===== config.mk =====
export PLATFORM = sky130hd
export DESIGN_NAME = regfile_write_arbiter
export DESIGN_NICKNAME = d
export VERILOG_FILES = /design/src/rtl/regfile_pkg.sv /design/src/rtl/regfile_write_arbiter_rr_arbiter.sv /design/src/rtl/regfile_write_arbiter.sv
export SDC_FILE = /design/constraint.sdc
export NUM_CORES = 1
export LEC_CHECK = 0
export ABC_CLOCK_PERIOD_IN_PS = 5900
export BUFFER_PORTS_ARGS = -buffer_cell sky130_fd_sc_hd__buf_2
export CORE_MARGIN = 3
export CORE_UTILIZATION = 35
export CTS_CLUSTER_SIZE = 40
export DETAILED_ROUTE_END_ITERATION = 8
export PLACE_DENSITY_LB_ADDON = 0.15
export SYNTH_ARGS = -nofsm -noshare
export SYNTH_HDL_FRONTEND = slang
export SYNTH_SLANG_ARGS = --single-unit
export TNS_END_PERCENT = 5

===== constraint.sdc =====
create_clock -name i_clk -period 5.9 [get_ports i_clk]
set_input_delay 0.59 -clock i_clk [delete_from_list [all_inputs] [get_ports i_clk]]
set_output_delay 0.59 -clock i_clk [all_outputs]
set_load 0.02 [all_outputs]

===== src/rtl/regfile_pkg.sv =====
// Shared register-file types and constants for the writeback path.
package regfile_pkg;
  localparam int AW       = 5;
  localparam int DW       = 32;
  localparam int NUM_REGS = 32;

  typedef logic [AW-1:0] reg_addr_t;
  typedef logic [DW-1:0] reg_data_t;

  typedef struct packed {
    reg_addr_t addr;
    reg_data_t data;
  } wr_req_t;
endpackage


===== src/rtl/regfile_write_arbiter_rr_arbiter.sv =====
// Round-robin picker: first set request at or after i_ptr, wrapping; one-hot grant.
// Purely combinational, zero latency; no requests gives an all-zero grant.
module rr_arbiter #(
  parameter int W  = 2,
  parameter int PW = (W > 1) ? $clog2(W) : 1
) (
  input  logic [W-1:0]  i_req,
  input  logic [PW-1:0] i_ptr,
  output logic [W-1:0]  o_gnt
);
  int   w_idx;
  logic w_found;

  always_comb begin
    o_gnt   = '0;
    w_found = 1'b0;
    w_idx   = 0;
    for (int i = 0; i < W; i++) begin
      w_idx = int'(i_ptr) + i;
      if (w_idx >= W) w_idx = w_idx - W;
      if (!w_found && i_req[w_idx]) begin
        o_gnt[w_idx] = 1'b1;
        w_found      = 1'b1;
      end
    end
  end
endmodule


===== src/rtl/regfile_write_arbiter.sv =====
// Arbitrates writeback requesters onto the single register-file write port and keeps the busy scoreboard.
// Grant (ready) is combinational; the write is registered one cycle; a stalled requester simply holds valid.
module regfile_write_arbiter #(
  parameter int NUM_REQ      = 3,
  parameter int AW           = regfile_pkg::AW,
  parameter int DW           = regfile_pkg::DW,
  parameter int STARVE_LIMIT = 4
) (
  input  logic                       i_clk,
  input  logic                       i_rst_n,
  input  logic [NUM_REQ-1:0]         i_req_valid,
  input  logic [NUM_REQ-1:0][AW-1:0] i_req_addr,
  input  logic [NUM_REQ-1:0][DW-1:0] i_req_data,
  output logic [NUM_REQ-1:0]         o_req_ready,
  input  logic                       i_claim_valid,
  input  logic [AW-1:0]              i_claim_addr,
  input  logic                       i_flush,
  output logic                       o_we3,
  output logic [AW-1:0]              o_a3,
  output logic [DW-1:0]              o_wd3,
  output logic [2**AW-1:0]           o_busy
);
  localparam int         NLO        = NUM_REQ - 1;
  localparam int         LPW        = (NLO > 1) ? $clog2(NLO) : 1;
  localparam logic [3:0] WAIT_MAX   = 4'd15;
  localparam logic [3:0] STARVE_THR = 4'(STARVE_LIMIT);

  // Pointer is stored as an offset from requester 1, so reset value 0 means requester 1.
  logic [LPW-1:0]     r_ptr;
  logic [3:0]         r_wait [NLO];
  logic               r_we3;
  logic [AW-1:0]      r_a3;
  logic [DW-1:0]      r_wd3;
  logic [2**AW-1:0]   r_busy;

  logic [NLO-1:0]     w_lo_vld, w_starved, w_oldest, w_rr_gnt, w_st_gnt;
  logic [3:0]         w_max_wait;
  logic [NUM_REQ-1:0] w_grant;
  logic               w_xfer;
  logic [AW-1:0]      w_sel_addr;
  logic [DW-1:0]      w_sel_data;
  logic [LPW-1:0]     w_ptr_nxt;
  logic [2**AW-1:0]   w_busy_nxt;

  assign w_lo_vld = i_req_valid[NUM_REQ-1:1];

  always_comb begin
    w_starved  = '0;
    w_oldest   = '0;
    w_max_wait = '0;
    for (int k = 0; k < NLO; k++) begin
      w_starved[k] = w_lo_vld[k] && (r_wait[k] >= STARVE_THR);
      if (w_starved[k] && (r_wait[k] > w_max_wait)) w_max_wait = r_wait[k];
    end
    for (int k = 0; k < NLO; k++)
      w_oldest[k] = w_starved[k] && (r_wait[k] == w_max_wait);
  end

  rr_arbiter #(.W(NLO), .PW(LPW)) u_rr (
    .i_req (w_lo_vld),
    .i_ptr (r_ptr),
    .o_gnt (w_rr_gnt)
  );

  // Equal-age starved requesters are separated in round-robin order.
  rr_arbiter #(.W(NLO), .PW(LPW)) u_rr_starve (
    .i_req (w_oldest),
    .i_ptr (r_ptr),
    .o_gnt (w_st_gnt)
  );

  always_comb begin
    w_grant = '0;
    if (|w_starved)          w_grant    = {w_st_gnt, 1'b0};
    else if (i_req_valid[0]) w_grant[0] = 1'b1;
    else                     w_grant    = {w_rr_gnt, 1'b0};
  end

  assign o_req_ready = i_rst_n ? w_grant : '0;
  assign w_xfer      = |w_grant;

  always_comb begin
    w_sel_addr = '0;
    w_sel_data = '0;
    w_ptr_nxt  = r_ptr;
    for (int i = 0; i < NUM_REQ; i++) begin
      if (w_grant[i]) begin
        w_sel_addr = i_req_addr[i];
        w_sel_data = i_req_data[i];
      end
    end
    for (int k = 0; k < NLO; k++)
      if (w_grant[k+1]) w_ptr_nxt = (k == NLO - 1) ? '0 : LPW'(k + 1);
  end

  always_comb begin
    w_busy_nxt = r_busy;
    if (w_xfer) w_busy_nxt[w_sel_addr] = 1'b0;
    if (i_claim_valid && (i_claim_addr != '0)) w_busy_nxt[i_claim_addr] = 1'b1;
    if (i_flush) w_busy_nxt = '0;
  end

  always_ff @(posedge i_clk or negedge i_rst_n) begin
    if (!i_rst_n) begin
      r_ptr  <= '0;
      r_we3  <= 1'b0;
      r_a3   <= '0;
      r_wd3  <= '0;
      r_busy <= '0;
      for (int k = 0; k < NLO; k++) r_wait[k] <= '0;
    end else begin
      r_ptr  <= w_ptr_nxt;
      r_busy <= w_busy_nxt;
      r_we3  <= w_xfer && (w_sel_addr != '0);
      if (w_xfer) begin
        r_a3  <= w_sel_addr;
        r_wd3 <= w_sel_data;
      end
      for (int k = 0; k < NLO; k++) begin
        if (!w_lo_vld[k] || w_grant[k+1]) r_wait[k] <= '0;
        else if (r_wait[k] != WAIT_MAX)   r_wait[k] <= r_wait[k] + 4'd1;
      end
    end
  end

  assign o_we3  = r_we3;
  assign o_a3   = r_a3;
  assign o_wd3  = r_wd3;
  assign o_busy = r_busy;
endmodule


Yosys cells after proc, flatten, opt, wreduce, memory -nomap -nowiden --
Index checks and enable logic that the tools add are counted.
Cells by class: multipliers 0, add/subtract/negate cells 5, div/mod/pow operators 0, bitwise gates (word level) 5, shift-type cells 0, eq/ne operators 4, order comparisons 14, reductions and logical operators 27, mux-type cells 49
Operators with widths (number):
- 2-to-1 mux 32 bit | 8
- greater-or-equal comparator 32 x 1 -> 1 bit, second input constant | 2
- less-than comparator 32 x 3 -> 1 bit, second input constant | 2
- bitwise AND 32 bit | 1
- greater-or-equal comparator 32 x 3 -> 1 bit, second input constant | 1
- NOT 32 bit | 1
- OR 32 bit | 1
- subtractor 32 x 3 -> 32 bit, second input constant | 1
- 2-to-1 mux 4 bit | 6
- 2-to-1 mux 1 bit | 21
- 2-to-1 mux 5 bit | 3
- logical AND 1 bit | 14
- less-than comparator 5 x 6 -> 1 bit, second input constant | 2
- demux 1 bit (select 5 bit) | 2
- greater-or-equal comparator 5 x 1 -> 1 bit, second input constant | 2
- 2-to-1 mux 2 bit | 5
- nonzero test 5 bit | 2
- adder 4 x 1 -> 4 bit, second input constant | 2
- == test 4 bit | 2
- greater-or-equal comparator 4 x 3 -> 1 bit, second input constant | 2
- != test 4 bit, second input constant | 2
- 2-to-1 mux 3 bit | 2
- nonzero test 2 bit | 3
- > comparator 4 x 1 -> 1 bit, second input constant | 1
- other kinds (10) | 16
Storage, ports and cells: input bits 123, memories kept 0, ROM bits 0, latch bits 0, bits in writable memories 0, bits in registers 79, word-level logic and storage cells 111

Depth between registers and ports, before layout --
Gate-level depths: netlist of the first run.
word-level depth 30, depth in mapped cells 15, mapped depth without buffers 11

Cells and area by module --
Synthesis of the first run repeated with hierarchy kept, for this count alone.
Unflattened totals: cells, all modules 475, area, all modules 4322.9 µm²
By module, submodules not included:
- regfile_write_arbiter | area an instance 4285.4 µm², cells an instance 469, times used 1
- rr_arbiter | area an instance 18.8 µm², cells an instance 3, times used 2

Worst setup path after synthesis of the first run --
Ideal clock, no wire load.
kind input-to-output, start input i_req_valid[1], end output o_req_ready[2], buffers on the path 2, stages on the path 11, data arrival time 2.921 ns, required time 5.310 ns, setup slack 2.389 ns, path through o21ai_2 -> or2_2 -> ha_1 -> nor2b_1 -> o211ai_1 -> a211oi_1 -> o31ai_2 -> nor2_2 -> buf_6 -> clkbuf_1 -> and2_1
Between the ends: cells in the longest elaborated chain, start to end 17, elaborated cells on any way between the ends 38
RTL lines:
- from (decl) | line regfile_write_arbiter.sv:11 | input logic [NUM_REQ-1:0] i_req_valid,
- logical AND 1 bit | line regfile_write_arbiter.sv:52 | w_starved[k] = w_lo_vld[k] && (r_wait[k] >= STARVE_THR);
- logical AND 1 bit | line regfile_write_arbiter.sv:53 | if (w_starved[k] && (r_wait[k] > w_max_wait)) w_max_wait = r_wait[k];
- 2-to-1 mux 4 bit | line regfile_write_arbiter.sv:53
- > comparator 4 bit | line regfile_write_arbiter.sv:53
- logical AND 1 bit | line regfile_write_arbiter.sv:53
- 2-to-1 mux 4 bit | line regfile_write_arbiter.sv:53
- == test 4 bit | line regfile_write_arbiter.sv:56 | w_oldest[k] = w_starved[k] && (r_wait[k] == w_max_wait);
- logical AND 1 bit | line regfile_write_arbiter.sv:56
- 2-to-1 mux 1 bit (implied by the code) (3 in series) | line regfile_write_arbiter_rr_arbiter.sv:21 | if (!w_found && i_req[w_idx]) begin
- 2-to-1 mux 1 bit | line regfile_write_arbiter_rr_arbiter.sv:21
- logical NOT 1 bit | line regfile_write_arbiter_rr_arbiter.sv:21
- logical AND 1 bit | line regfile_write_arbiter_rr_arbiter.sv:21
- 2-to-1 mux 2 bit | line regfile_write_arbiter_rr_arbiter.sv:21
- 2-to-1 mux 3 bit * | line regfile_write_arbiter.sv:74 | if (|w_starved) w_grant = {w_st_gnt, 1'b0};
- 2-to-1 mux 3 bit * | line regfile_write_arbiter.sv:79 | assign o_req_ready = i_rst_n ? w_grant : '0;
- to (decl) | line regfile_write_arbiter.sv:14 | output logic [NUM_REQ-1:0] o_req_ready,
Every way passes the cells marked *; elsewhere a longest branch is shown, timed or not. The select of a mux whose other input is x is not followed.

Final worst setup path of the first run --
start register r_wait[6] (netlist name), end register r_busy[26], in the netlist o_busy[26]
Between the ends: cells in the longest elaborated chain, start to end 29, elaborated cells on any way between the ends 41
RTL lines:
- from (decl) | line regfile_write_arbiter.sv:30 | logic [3:0] r_wait [NLO];
- from (signal, indexed assignment) | line regfile_write_arbiter.sv:120 | if (!w_lo_vld[k] || w_grant[k+1]) r_wait[k] <= '0;
- greater-or-equal comparator 4 x 3 -> 1 bit | line regfile_write_arbiter.sv:52
- logical AND 1 bit | line regfile_write_arbiter.sv:52
- logical AND 1 bit | line regfile_write_arbiter.sv:53
- 2-to-1 mux 4 bit | line regfile_write_arbiter.sv:53
- > comparator 4 bit | line regfile_write_arbiter.sv:53
- logical AND 1 bit | line regfile_write_arbiter.sv:53
- 2-to-1 mux 4 bit | line regfile_write_arbiter.sv:53
- == test 4 bit | line regfile_write_arbiter.sv:56
- [14 not listed]
- demux 1 bit (select 5 bit) | line regfile_write_arbiter.sv:98 | if (w_xfer) w_busy_nxt[w_sel_addr] = 1'b0;
- NOT 32 bit (no line)
- bitwise AND 32 bit (no line)
- 2-to-1 mux 32 bit * | line regfile_write_arbiter.sv:98
- OR 32 bit (no line)
- 2-to-1 mux 32 bit * | line regfile_write_arbiter.sv:99 | if (i_claim_valid && (i_claim_addr != '0)) w_busy_nxt[i_claim_addr] = 1'b1;
- 2-to-1 mux 32 bit * | line regfile_write_arbiter.sv:100 | if (i_flush) w_busy_nxt = '0;
- net w_busy_nxt[26] | line regfile_write_arbiter.sv:43 | logic [2**AW-1:0] w_busy_nxt;
- to (signal assigned) | line regfile_write_arbiter.sv:113 | r_busy <= w_busy_nxt;
- to (decl) | line regfile_write_arbiter.sv:34 | logic [2**AW-1:0] r_busy;
The timed path passes the listed nets; every way through them passes the cells marked *. The select of a mux whose other input is x is not followed. A chain may end at the register's enable or synchronous reset.

==> results of run 1 <==
## through the flow
| stage | instance area [um^2] | total power, uW |
|---|---|---|
| 2_1_floorplan | 4440 | 1000 |
| 6_report | 5780 | 1740 |
| 5_1_grt | 5780 | 1830 |
| 4_1_cts | 5770 | 1750 |
| 3_3_place_gp | 5480 | 1190 |
| 3_5_place_dp | 5480 | 1200 |
## Yosys cell counts (8+ instances only)
cell type,count,share of area
nor2_1,107,0.090
dfrtp_1,79,0.45
a21oi_1,36,0.041
a211oi_1,32,0.054
a222oi_1,32,0.072
nand2_1,23,0.019
nor3_1,23,0.026
clkbuf_1,19,0.016
nor4_1,15,0.021
and2_1,9,0.013
nand3_1,8,0.0090
nor3_2,8,0.018
## critical path: cells and delay by family, from the launching register on
kind | cells | cell delay [ns]
AO/OA/AOI/OAI | 6 | 2.25
flip-flops | 1 | 0.54
adder cells (fa/ha/maj) | 1 | 0.30
AND/OR/NAND/NOR | 4 | 1.00
## power breakdown
part / internal, uW / total (uW) / switching (uW)
clock: 331 / 551 / 220
sequential: 615 / 664 / 48.5
combinational: 182 / 521 / 339
## routing by layer
layer,part of all wire,vias up
li1,-,2150
met2,0.48,146
met5,0.00076,-
met3,0.063,25
met1,0.44,2191
met4,0.017,2
## logic make-up (layout without fill, tap and decap cells)
kind of cell | count (synthesis) | after routing | synth area share
buf+inv | 39 | 218 | 0.0459
fa+ha+maj | 7 | 7 | 0.0197
other cells | 0 | 2 | 0
compound gates | 126 | 126 | 0.235
flops | 79 | 79 | 0.445
simple gates | 217 | 217 | 0.240
mux | 2 | 2 | 0.00451
xor+xnor | 5 | 5 | 0.00986
## flip-flops by register name, indices dropped and copies added (netlist names)
signal	cells
o_a3	5
o_wd3	32
o_we3	1
r_wait	8
r_ptr	1
o_busy	32
## cells in the final DEF (no fill, tap or decap), drive strengths merged, types with 3 or more instances in the layout
master	count
a211oi	32
a21oi	36
a221o	5
a221oi	5
a222oi	32
and2	9
buf	198
clkbuf	14
dfrtp	79
ha	7
inv	4
nand2	23
nand3	8
nand3b	4
nor2	108
nor3	31
nor3b	3
nor4	15
o21ai	4
or3	3
xor2	3
## area by class of cell
class,instances,area [um^2]
antenna,2,5.00
clock buffer,14,284
clock inverter,2,12.5
fill,1228,6430
inverter,4,15.0
multi-input combinational,357,2270
sequential,79,1980
tap,168,210
timing repair buffer,198,1000
## path summary, 6_finish.rpt
path,end,slack [ns],depth (start not counted)
min reg2reg,o_a3[0],0.47,2
min,o_busy[11],0.20,1
min in group i_clk,o_a3[0],0.47,2
max in group asynchronous,o_busy[20],4.72,2
max reg2reg,o_busy[26],1.70,11
max,o_busy[26],1.70,11
==> impl.org, run 1 <==
** Global routing
- In the global route stage, overall resource usage came out at 0.202.
- Entering global routing, the biggest net connects 66 pins.
- For this run, global-route usage on met3 was measured as 0.0493.
- Antenna violations before repair :: 3
- For this run, global-route usage on met2 was measured as 0.321.
- Global-route congestion overflow total :: 0
- Wire length of the first global-routing pass :: between 20 and 25 mm
- Most utilized layer in the global route result :: met2
- Number of global-route vias before repair :: ~4,400
- For met1 alone, demand over resource in global routing was 0.265.

** Cells and area
- In the final layout, the share of cells above drive strength 1 is 0.364.
- Final non-filler cell total :: approximately 820
- For this run, the share of the core covered by cells in the final layout is 0.473.
- Synth-to-layout area growth :: 30.1%
- After the last flow step, the layout net total stands at 779.

** Placement
- Final weighted congestion in routability-driven placement :: between 0.8 and 0.9
- Pre-CTS setup slack :: ~1.5 ns
- Number of port buffers :: 195
- Detailed placement HPWL :: 10.6 mm
- Post-placement cell count :: between 800 and 900

** Detailed routing
- Summed over all layers, the routed wires come to 14.5 mm.
- The detailed router placed between 4,000 and 5,000 vias in this run.
- Dividing the detail-routed wire length by the instance count gives between 15 and 20 um.
- Number of DRC violations after detailed routing :: 2
- Via density :: about 5.5
- The detail route stage leaves a number of antenna-violating nets equal to 0.
- Starting DRT DRC Count :: around 420
- The first detailed-routing pass took 9 iterations.

** Worst setup path
- The worst setup path is launched from a flip-flop.
- Cell Chain, Critical Path :: o21ai_2 > or2_2 > ha_1 > nor2b_1 > o211ai_1 > a21oi_1 > a2111oi_2 > nor2_4 > a221oi_2 > nor2_1 > a211oi_1
- Worst Setup End Kind :: flip-flop
- Max stage delay cell, worst path :: a221oi_2
- The critical path in this run is classified as flip-flop to flip-flop.
- Along the worst path, the maximum fanout reaches 16.
- Startpoint of the most critical setup path :: r_wait[6]
- In this design, the stage delay of the slowest critical-path cell is between 0.8 and 0.9 ns.
- Data on the critical path arrives at its endpoint at ~4.4 ns.
- Worst reg2reg startpoint :: r_wait[6]
- STA puts the critical path data required time at a little over 6 ns.

** STA
- Based on the critical path, the design can be clocked at up to 238 MHz.
- The count of final max-slew check failures was 0.
- Final clock period utilization by the worst path :: 0.712
- Setup slack closes at 1.70 ns.
- In this run the tightest slew margin relative to its limit is 0.308.
- Time the worst path needs with I/O delays and setup :: approximately 4.2 ns
- For the final database, setup skew stands at approximately 0.0068 ns.
- Setup-failing EPs final :: 0
- Setup repair after global routing left no endpoint under its margin.
- Slew at the pin closest to its max-slew limit :: just over 1 ns
- Worst-case hold slack :: between 0.2 and 0.25 ns
- Number of hold violations in the final report :: 0
- After routing, the total negative slack on setup checks comes to 0 ns.

** Power
- For this design the static power due to leakage is 0.00263 uW.
- Across the VDD grid, the largest voltage drop is approximately 140 uV.
- Areal power density over the cells :: 300 mW/mm^2

** Synth
- Number of enable flip-flop cells after synthesis :: 0
- During synthesis, Yosys emitted a total of 0 warnings.
- Post-Syn Area per Cell :: between 9 and 10 um^2
- Summing every instance area after synthesis gives 0.00444 mm^2.
- After synthesis the netlist holds a flip-flop and latch count of between 70 and 80.
- Top flip-flop cell by instance count after synthesis :: dfrtp_1
- Post-synthesis cell count :: 475
- Post-synthesis cell type count :: 50
- Counting every net in the synthesized netlist gives 605.
- Share of synthesized area occupied by flip-flops and latches :: 0.445
- Counting flops with an async set or reset pin after synthesis yields a share of 1.00.

** Run status
- Violated checks :: design-rule violations
- The flow ran to the end, but the final reports show violations.

** Flow run
- Max-Cap Viols :: 0

** Clocking
- In this run, post-CTS hold repair placed 0 buffers.
- The longest clock path from root to sink contains 2 buffers.
- Buffers inserted during clock tree synthesis total 9.
- Clock tree synthesis found a total of between 70 and 80 sinks.
- Register clock-pin slew on the reported worst setup and hold paths :: about 0.06 ns
- Gates resized during post-CTS repair numbered 0.
- The H-tree was split into 3 levels.
- The tree is rooted in a clkbuf_16.
- Skew-Pair Late Insertion Delay :: between 0.3 and 0.4 ns
- The number of setup buffers added after CTS is 0.
- CTS tree :: built

** Die
- Measured along the y axis, the die boundary spans around 120 um.
- Starting Density :: 0.364
- Die area :: between 0.01 and 0.015 mm^2
- Horizontal die dimension :: roughly 120 um
- After floorplanning, the core was sized to cover 0.0122 mm^2.
- Std-Cell Rows :: 40
- Pin placement for this block handled around 200 I/O pins.

** Hold path
- Tightest Hold Check Type :: primary input to async pin
(Power assumes the default switching activity.)
==> run 2: changes to the inputs <==
--- a/config.mk
+++ b/config.mk
@@ -5,7 +5,7 @@
 export SDC_FILE = /design/constraint.sdc
 export NUM_CORES = 1
 export LEC_CHECK = 0
-export ABC_CLOCK_PERIOD_IN_PS = 5900
+export ABC_CLOCK_PERIOD_IN_PS = 4070
 export BUFFER_PORTS_ARGS = -buffer_cell sky130_fd_sc_hd__buf_2
 export CORE_MARGIN = 3
 export CORE_UTILIZATION = 35
==> constraint.sdc (replaced) <==
create_clock -name i_clk -period 4.07 [get_ports i_clk]
set_input_delay 0.407 -clock i_clk [delete_from_list [all_inputs] [get_ports i_clk]]
set_output_delay 0.407 -clock i_clk [all_outputs]
set_load 0.02 [all_outputs]
==> run 2 against run 1 <==
- the run now ends clean
- die area unchanged
- clock-buffer cell count shrank 3
- utilization is 0.62 points higher
- global-route usage down 0.24 points
- combinational power rose by 48%
- hold slack worse by 0.17 ns
- total power is 47% higher
- first-iteration DRC count shrank 4.7%
- sequential cell count is the same
- sequential power grew 45%
- final area rose by 1.3%
- largest power group unchanged
==> impl.org, run 2 (synthesis results as in run 1) <==
** Clocking
- Clock sink total :: 79
- TritonCTS built the clock tree.
- Clock-pin slew was measured on the worst setup and hold paths at around 0.060 ns.
- Number of CTS-inserted buffers :: 9
- The clock tree synthesis step divided the H-tree into 3 levels.
- No sink is reached through more buffers than the 2 on the longest clock path.
- CTS Hold Bufs :: 0
- Clock latency on the worst-skew pair, taken at its later pin, is around 0.36 ns.
- In this run the clock root is driven by a clkbuf_16.

** Global routing
- Wire length of the first global-routing pass :: approximately 22 mm
- The via count of the first global-routing pass is between 4,000 and 5,000.
- Entering global routing, the biggest net connects 43 pins.
- Antenna violations before repair :: 3
- After global routing the overflow that remains totals 0.
- For this run, the total global-route usage over all layers was measured as 0.200.

** STA
- Clock skew on the completed layout was measured at 0.0134 ns.
- Slew headroom :: 0.586
- Number of max-slew violations in the final report :: 0
- In the post-route analysis, the smallest setup slack over all paths is approximately 0.26 ns.
- Setup-failing EPs final :: 0
- At the pin with the least slew margin, the transition time is 0.621 ns.
- The number of hold-slack violations in the final timing report came to 0.
- The worst path in the final design needs a cycle of ~3.8 ns, including I/O delays and setup.
- Adding up every negative setup slack in the final design gives 0 ns.
- Final clock period utilization by the worst path :: 0.935
- Unrepaired setup endpoints after global routing :: no
- Highest clock frequency the design can meet :: 263 MHz

** Hold path
- The worst hold path belongs to the class primary input to async pin.

** Detailed routing
- The first TritonRoute pass finished after 7 iterations.
- In the final routed layout, each cell accounts on average for between 15 and 20 um.
- Sum of routed wire segments on met1 :: between 6 and 7 mm
- Met2 Routed Length :: between 6 and 7 mm
- Via density :: 5.41
- Routed met3 length :: roughly 1.0 mm
- Final ANT Viol Nets :: 0
- The first routing iteration left about 400 violations.
- In this run the top signal layer used is met5.
- In the routed design, unresolved DRC markers number 0.
- The routed layout has about 4,500 vias.
- Wires add up to between 10 and 15 mm.

** Die
- The core region is about 0.012 mm^2.
- Number of I/O pins :: 196
- Std-Cell Rows :: 40
- Horizontal die dimension :: between 100 and 150 um
- The die is 119 um tall.
- Die area :: 0.0141 mm^2
- For this configuration, the core starts out at a cell density of 0.364.

** Cells and area
- Most frequent cells in the layout :: buf_2 (194), nor2_1 (107), dfrtp_1 (78), a21oi_1 (36)
- For this run, the post-layout net count is 789.
- Synth-to-layout area growth :: 31.8%
- The count of cells in the finished layout, fillers not included, comes to between 800 and 900.
- Leaving out fill and tap cells, the most frequent cell in the layout is buf_2.
- Proportion of layout cells with a drive suffix above 1 :: 0.373
- Finished layout cell area :: ~0.0059 mm^2

** Run status
- The flow ran to the end, and the final reports show no timing, DRC or antenna violations.

** Placement
- Placed instance area :: 0.00552 mm^2
- Before CTS, the worst setup slack after placement is 0.376 ns.
- Final weighted congestion in routability-driven placement :: ~0.9
- Summed over all nets, the half-perimeter wirelength after detailed placement is 10.6 mm.
- During placement, the flow inserted port buffers numbering 195.
- Post-placement cell count :: about 810

** Worst setup path
- For the worst setup path, the data required time is about 3.7 ns.
- Of all nets on the critical path, the largest fanout is 35.
- Worst R2R Path Depth :: 12
- The signal on the critical path passes through o21ai_2 > or2_2 > ha_1 > nor2b_1 > o211ai_1 > a21oi_1 > o31ai_1 > and3_4 > buf_6 > and2_1 > buf_2.
- Crit path buf inv count :: 2
- STA classifies the critical path startpoint as a flip-flop.
- Path length in cells of the critical path :: 11
- Worst Setup End Kind :: primary output
- Max stage delay cell, worst path :: dfrtp_1
- The critical path in this run is classified as flip-flop to primary output.
- Delay of the slowest critical-path stage :: slightly above 0.5 ns
- Data arrives at the worst endpoint at 3.40 ns.
- Gate family responsible for the most delay along the worst path :: simple AND/OR/NAND/NOR gates

** Power
- Areal power density over the cells :: approximately 440 mW/mm^2
- In this run the static leakage power is approximately 0.0027 uW.
- Worst vdd ir :: 226 uV
- Total power of the final layout :: 2560 uW

** Flow run
- Max-Cap Viols :: 0
==> run 2: cell types whose count changed in the layout (fill, tap and decap cells not counted), sizes merged <==
cell / before / now
clkbuf: 14 / 11
inv: 4 / 5
buf: 198 / 208
bufinv: 0 / 1
==> run 2: through the flow <==
stage / hold slack [ns] / util
CTS: 0.0506 / 0.476
global placement: 0.432 / 0.452
global route: 0.0650 / 0.479
detailed placement: 0.432 / 0.452
floorplan: 0.111 / -
finish: 0.0349 / 0.479
==> run 2: cell type report <==
class | count | area [um^2]
Sequential cell | 79 | 1980
Multi-Input combinational cell | 357 | 2270
Tap cell | 168 | 210
Clock inverter | 4 | 55.1
Timing Repair Buffer | 208 | 1080
Fill cell | 1213 | 6360
Clock buffer | 11 | 243
Inverter | 4 | 15.0
Antenna cell | 2 | 5.00
==> run 2: layer usage <==
layer / vias to the layer above / track usage
met3: 26 / 0.0727
met2: 162 / 0.307
met4: 2 / 0.0804
met5: - / 0
li1: 2170 / -
met1: 2146 / 0.256
==> run 2: final timing paths <==
| kind | from | end | slack [ns] |
|---|---|---|---|
| setup / recovery | r_wait[7] | o_req_ready[1] | 0.26 |
| hold / removal | i_rst_n | o_busy[11] | 0.03 |
| setup reg to reg | r_wait[7] | o_busy[18] | 0.35 |
| hold reg to reg | o_a3[4] | o_a3[4] | 0.48 |
| max in group asynchronous | i_rst_n | o_a3[2] | 3.09 |
| min in group i_clk | i_req_data[69] | o_wd3[5] | 0.36 |
==> run 2: timing repair <==
item / CTS / global route
gates resized for setup: 0 / 2
endpoints found under the setup margin: 0 / 2
buffers inserted: 0 / 4
==> run 2: power breakdown <==
part	switching [uW]	internal (uW)	leakage, uW
combinational	490	280	0.00152
sequential	70.6	892	0.00101
clock	333	491	0.000142
total	894	1660	0.00267
